--- config.mk ---
export PLATFORM = sky130hd
export DESIGN_NAME = motion_compensator_flat
export DESIGN_NICKNAME = d
export VERILOG_FILES = /design/src/rtl/motion_compensator_if.sv /design/src/rtl/motion_compensator.sv /design/src/flat_wrapper.sv
export SDC_FILE = /design/constraint.sdc
export NUM_CORES = 1
export LEC_CHECK = 0
export ABC_AREA = 0
export BUFFER_PORTS_ARGS = -buffer_cell sky130_fd_sc_hd__buf_4
export CORE_UTILIZATION = 47
export CTS_BUF_LIST = sky130_fd_sc_hd__clkbuf_4
export CTS_CLUSTER_SIZE = 12
export DETAILED_ROUTE_END_ITERATION = 10
export GPL_ROUTABILITY_DRIVEN = 0
export PLACE_DENSITY = 0.82
export SYNTH_ARGS = -nofsm -noshare
export SYNTH_HDL_FRONTEND = slang
export SYNTH_SLANG_ARGS = --single-unit
--- constraint.sdc ---
create_clock -name clock -period 9.8 [get_ports clock]
set_clock_uncertainty 0.2 [all_clocks]
set_input_delay 1.96 -clock clock [delete_from_list [all_inputs] [get_ports clock]]
set_output_delay 1.96 -clock clock [all_outputs]
set_load 0.02 [all_outputs]
--- src/rtl/motion_compensator_if.sv ---
// Predicted-pixel stream between the motion compensator and downstream reconstruction.
interface motion_compensator_if #(
  parameter int unsigned PIX_W = 8
) ();
  logic [PIX_W-1:0] pixel_out;
  logic             pixel_valid;
  logic             pixel_ready;
  logic [7:0]       pixel_index;

  modport master (
    output pixel_out,
    output pixel_valid,
    output pixel_index,
    input  pixel_ready
  );

  modport slave (
    input  pixel_out,
    input  pixel_valid,
    input  pixel_index,
    output pixel_ready
  );
endinterface

--- src/rtl/motion_compensator.sv ---
// Reads the motion-displaced 16x16 block from the 32x32 search memory and streams it in raster order.
// Optional residual output (R - predicted pixel) is built when MC_RESIDUAL_EN is defined.
module motion_compensator #(
  parameter int unsigned BLOCK = 16,
  parameter int unsigned WIN   = 32,
  parameter int unsigned PIX_W = 8,
  parameter int unsigned MV_W  = 4
) (
  input  logic                         clock,
  input  logic                         reset_n,
  input  logic                         start,
  input  logic signed [MV_W-1:0]       motionX,
  input  logic signed [MV_W-1:0]       motionY,
  output logic [2*$clog2(WIN)-1:0]     AddressS,
  input  logic [PIX_W-1:0]             S,
`ifdef MC_RESIDUAL_EN
  output logic [2*$clog2(BLOCK)-1:0]   AddressR,
  input  logic [PIX_W-1:0]             R,
  output logic signed [PIX_W:0]        residual,
`endif
  motion_compensator_if.master         pix,
  output logic                         busy,
  output logic                         completed
);

  localparam int unsigned BW = $clog2(BLOCK);
  localparam int unsigned WW = $clog2(WIN);
  localparam int unsigned IW = 2 * BW;
  localparam logic [WW-1:0] Org = WW'((WIN - BLOCK) / 2);
`ifdef MC_RESIDUAL_EN
  localparam int unsigned EntW = PIX_W + PIX_W + 1;
`else
  localparam int unsigned EntW = PIX_W;
`endif

  typedef enum logic [1:0] {StIdle, StRun, StDrain, StDone} state_e;

  state_e                 r_state, w_state_d;
  logic signed [MV_W-1:0] r_mx, r_my;
  logic [IW-1:0]          r_cnt;
  logic [IW-1:0]          r_out_idx;
  logic                   r_inflight;
  logic [1:0]             r_occ;
  logic [EntW-1:0]        r_ent0, r_ent1;

  logic                   w_pop, w_push, w_issue, w_drained;
  logic [EntW-1:0]        w_push_d;
  logic [WW-1:0]          w_ry, w_rx;

  // Window coordinates of the current raster position; always land in 0..WIN-2, so no wrap.
  assign w_ry = {{(WW-BW){1'b0}}, r_cnt[IW-1:BW]} + {{(WW-MV_W){r_my[MV_W-1]}}, r_my} + Org;
  assign w_rx = {{(WW-BW){1'b0}}, r_cnt[BW-1:0]}  + {{(WW-MV_W){r_mx[MV_W-1]}}, r_mx} + Org;

  assign w_pop  = (r_occ != 2'd0) & pix.pixel_ready;
  assign w_push = r_inflight;

  // A slot freed by this edge's pop counts as free, which sustains one pixel per cycle.
  assign w_issue = (r_state == StRun) &&
                   (({1'b0, r_occ} + {2'b00, r_inflight} - {2'b00, w_pop}) < 3'd2);

  assign w_drained = !r_inflight && ((r_occ == 2'd0) || ((r_occ == 2'd1) && w_pop));

`ifdef MC_RESIDUAL_EN
  logic [PIX_W:0] w_res;
  assign w_res    = {1'b0, R} - {1'b0, S};
  assign w_push_d = {S, w_res};
  assign residual = r_ent0[PIX_W:0];
`else
  assign w_push_d = S;
`endif

  assign pix.pixel_out   = r_ent0[EntW-1 -: PIX_W];
  assign pix.pixel_valid = (r_occ != 2'd0);
  assign pix.pixel_index = r_out_idx;

  always_ff @(posedge clock or negedge reset_n) begin
    if (!reset_n) begin
      r_state <= StIdle;
    end else begin
      r_state <= w_state_d;
    end
  end

  always_comb begin
    w_state_d = r_state;
    unique case (r_state)
      StIdle:  if (start) w_state_d = StRun;
      StRun:   if (w_issue && (r_cnt == {IW{1'b1}})) w_state_d = StDrain;
      StDrain: if (w_drained) w_state_d = StDone;
      StDone:  w_state_d = StIdle;
      default: w_state_d = StIdle;
    endcase
  end

  always_comb begin
    busy      = (r_state == StRun) || (r_state == StDrain);
    completed = (r_state == StDone);
    AddressS  = (r_state == StRun) ? {w_ry, w_rx} : '0;
`ifdef MC_RESIDUAL_EN
    AddressR  = (r_state == StRun) ? r_cnt : '0;
`endif
  end

  always_ff @(posedge clock or negedge reset_n) begin
    if (!reset_n) begin
      r_mx       <= '0;
      r_my       <= '0;
      r_cnt      <= '0;
      r_inflight <= 1'b0;
    end else begin
      if ((r_state == StIdle) && start) begin
        r_mx  <= motionX;
        r_my  <= motionY;
        r_cnt <= '0;
      end else if (w_issue) begin
        r_cnt <= r_cnt + IW'(1);
      end
      r_inflight <= w_issue;
    end
  end

  // Two-entry shift FIFO; r_ent0 is always the head.
  always_ff @(posedge clock or negedge reset_n) begin
    if (!reset_n) begin
      r_occ     <= 2'd0;
      r_ent0    <= '0;
      r_ent1    <= '0;
      r_out_idx <= '0;
    end else begin
      if (w_push && !w_pop) begin
        if (r_occ == 2'd0) r_ent0 <= w_push_d;
        else               r_ent1 <= w_push_d;
        r_occ <= r_occ + 2'd1;
      end else if (w_pop && !w_push) begin
        r_ent0 <= r_ent1;
        r_occ  <= r_occ - 2'd1;
      end else if (w_push && w_pop) begin
        if (r_occ == 2'd1) begin
          r_ent0 <= w_push_d;
        end else begin
          r_ent0 <= r_ent1;
          r_ent1 <= w_push_d;
        end
      end
      if ((r_state == StIdle) && start) begin
        r_out_idx <= '0;
      end else if (w_pop) begin
        r_out_idx <= r_out_idx + IW'(1);
      end
    end
  end

endmodule

--- src/flat_wrapper.sv ---
// flat-port wrapper written by rule: the top's interface ports become plain ports
module motion_compensator_flat 
#(
  parameter int unsigned BLOCK = 16,
  parameter int unsigned WIN   = 32,
  parameter int unsigned PIX_W = 8,
  parameter int unsigned MV_W  = 4
)
  (clock, reset_n, start, motionX, motionY, AddressS, S, busy, completed, pix_pixel_out, pix_pixel_valid, pix_pixel_index, pix_pixel_ready);
  motion_compensator_if #(.PIX_W(PIX_W)) pix_i ();
  input  logic clock;
  input  logic reset_n;
  input  logic start;
  input  logic signed [MV_W-1:0] motionX;
  input  logic signed [MV_W-1:0] motionY;
  output logic [2*$clog2(WIN)-1:0] AddressS;
  input  logic [PIX_W-1:0] S;
  output logic busy;
  output logic completed;
  output wire logic [$bits(pix_i.pixel_out)-1:0] pix_pixel_out;
  output wire logic [$bits(pix_i.pixel_valid)-1:0] pix_pixel_valid;
  output wire logic [$bits(pix_i.pixel_index)-1:0] pix_pixel_index;
  input wire logic [$bits(pix_i.pixel_ready)-1:0] pix_pixel_ready;
  assign pix_pixel_out = pix_i.pixel_out;
  assign pix_pixel_valid = pix_i.pixel_valid;
  assign pix_pixel_index = pix_i.pixel_index;
  assign pix_i.pixel_ready = pix_pixel_ready;
  motion_compensator #(.BLOCK(BLOCK), .WIN(WIN), .PIX_W(PIX_W), .MV_W(MV_W)) u_core (.clock(clock), .reset_n(reset_n), .start(start), .motionX(motionX), .motionY(motionY), .AddressS(AddressS), .S(S), .pix(pix_i), .busy(busy), .completed(completed));
endmodule
==> out/results.ini <==
[worst_setup_path]
cp_data_required_time_ps=9850
end_kind=flip-flop
arrival_ps=4820
crit_buf_inv=2
path_class=in2reg
crit_chain=buf_4 -> nor2b_1 -> inv_1 -> ha_1 -> nand2b_1 -> fa_1 -> nand4_1 -> o41ai_1 -> nand3_1 -> mux2_2
cp_max_fo=10
crit_family=simple AND/OR/NAND/NOR gates
cp-start-kind=input port
reg2reg_slack_ps=5910
slowest_stage=nor2b_1
critPathMaxStageDelay_ps=550

[clocking]
clk_pin_slew_ps=130
cts_tree=built
holdBufCountCts=0
postCtsResizedCells=0
ctsHtreeMaxLevel=2
cts.sinks=45
cts_root_buffer=clkbuf_4
ctsLongestPathBuffers=2
cts_setup_buffers=0
numCtsBuffers=5
clkLatencyLatePin_ps=350

[place]
port_buffers=48
dpl.cell_count=340
dp_hpwl_um=3300

[drt]
via_per_inst=5.12
wl_um=4440
drtIter0Drc=90
firstDrtPassIters=4
drc=0
vias=1783
wl_per_cell_um=12.8
postRouteAntennaNets=0

[power_and_ir_drop]
p_leak_nw=1.54
p_per_area_nw_per_um2=274
ir_worst_vdd_uv=156

[synth]
synth_area_leaders=dfrtp_1 (45%), ha_1 (12%), mux2_2 (6.8%)
syn_area_um2=2490
synth_compound_area_frac=0.0577
yosys_warnings=0
synth_cell_types=32
seq_area_frac_synth=0.452
synthAdderAreaFrac=0.145
yosys.area.top_type=dfrtp_1
synth_seq_cells=45
synth_nets=275
avgSynthCellArea_um2=10.9
synth_xor_area_frac=0.0738
yosys.area_share.simple=0.138
synth_top_family_by_area=adder cells
netlist_instances=228
synth_top_area_share=0.452
synth_mux_area_frac=0.104

[floorplan]
die-area_um2=5600
initial_core_util=0.488
die_y_um=74.8
io_pins=49
rows=26
die_w_um=74.8
coreArea_um2=5110

[sta]
finalHoldViolations=0
post-route-period-util=0.487
worst_pin_slew_ps=954
post-route-min-period_ps=4770
rsz0062_at_grt=false
timing.fmax_ghz=0.210
drv_slew=0
setup_tns_ps=0
setup_viol=0
slew_headroom=0.364

[flow_run]
maxCapViolations=0

[worst_hold_path]
hp-class=reg2reg

[global_routing]
antenna_found_initial=0
grt_pass1_wl_um=7840
gr-total-overflow=0
grt_max_degree=46
grtUsageTotal=0.184
grt_pass1_vias=1854

[layout]
diodes=0
multiInputGateArea_um2=1290
layout_common_cells=buf_4 (48), dfrtp_1 (45), ha_1 (24)
seq_area_um2=1130
drive_above_1_share=0.266
syn2layout_area_growth_pct=20.2
n_fill_cell=443
layout_commonest_cell=buf_4
fin_cells=348
layout.nets=324

[run_status]
outcome=complete, no violations

cell families after synthesis:
logic type      after synthesis
simple gates                 67
flops                        45
fa+ha+maj                    27
compound gates               24
mux                          24
xor+xnor                     21
buf+inv                      20
final cells by class:
cell class                 instances  area share
multi-input combinational        163       0.431
sequential                        45       0.376
timing repair buffer              48       0.120
tap                               70      0.0292
inverter                          14      0.0175
clock buffer                       6      0.0150
clock inverter                     2      0.0113
worst register-to-register path, cell delays in order, from the launching register on:
cell and delay, ps:
dfrtp_1 450, inv_1 90, ha_1 270, nor2b_1 570, inv_1 150, ha_1 360, nand2b_1 180, fa_1 520
nand4_1 180, o41ai_1 370, nand3_1 170, mux2_2 290
stage by stage:
step                       util  hold slack [ps]  cell area, um2  setup WS (ps)  total power [mW]
after global routing      0.587              339            3000           4870             0.890
after detailed placement  0.571              282            2920           4660             0.714
after floorplan               -              280            2490           5320             0.585
after global placement    0.571              268            2920           4780             0.697
final                     0.587              311            3000           5030             0.821
after CTS                 0.587              315            3000           5040             0.830
report_power, final:
part           total [mW]  switching (mW)  internal [mW]  leakage, nW
Combinational       0.402           0.220          0.181        0.938
Sequential          0.306          0.0556          0.251        0.560
Clock               0.113          0.0571         0.0559       0.0433
registers in the layout (all words and copies together), names as in the netlist:
name / count
u_core.r_cnt: 8
u_core.r_mx: 4
u_core.r_state: 2
u_core.r_ent1: 8
u_core.r_inflight: 1
u_core.r_my: 4
u_core.r_occ: 2
u_core.pix.pixel_index: 8
u_core.pix.pixel_out: 8
cell usage after synthesis:
master     n
mux2i_1    9
nand4_1    6
nor4_1     2
a21oi_2    1
o41ai_1    1
nor2_1    16
nor2b_1    3
buf_1      1
and2_1    10
inv_1     14
mux2_2    15
dfrtp_1   45
nor4b_1    1
nor3b_1    2
nand3_1    2
o21ai_0    5
ha_1      24
nor3_2     1
xor2_1     9
a21oi_1    6
and3_1     2
buf_2      1
nor3_1     1
a21oi_4    1
xnor2_1   12
o21ai_1    8
a21o_1     2
fa_1       3
clkbuf_1   4
nand2_1   18
or3b_4     1
nand2b_1   2
layer usage:
layer,track usage,up-vias,wire length (um)
met5,0,-,0
met4,0.0860,0,67
met3,0.0482,7,217
met2,0.313,50,2180
met1,0.217,858,1980
li1,-,868,-
path summary, 6_finish.rpt:
path | start | endpoint | cells after the start
max in group asynchronous | reset_n | u_core.r_occ[0] | 1
min in group asynchronous | reset_n | u_core.r_ent1[0] | 1
worst min-delay path | u_core.pix.pixel_out[6] | u_core.pix.pixel_out[6] | 2
worst max-delay path | pix_pixel_ready | u_core.r_state[1] | 10
worst max register to register | u_core.r_occ[1] | u_core.r_state[1] | 11
worst min register to register | u_core.pix.pixel_out[6] | u_core.pix.pixel_out[6] | 2
Power figures use the tool's default switching activity.
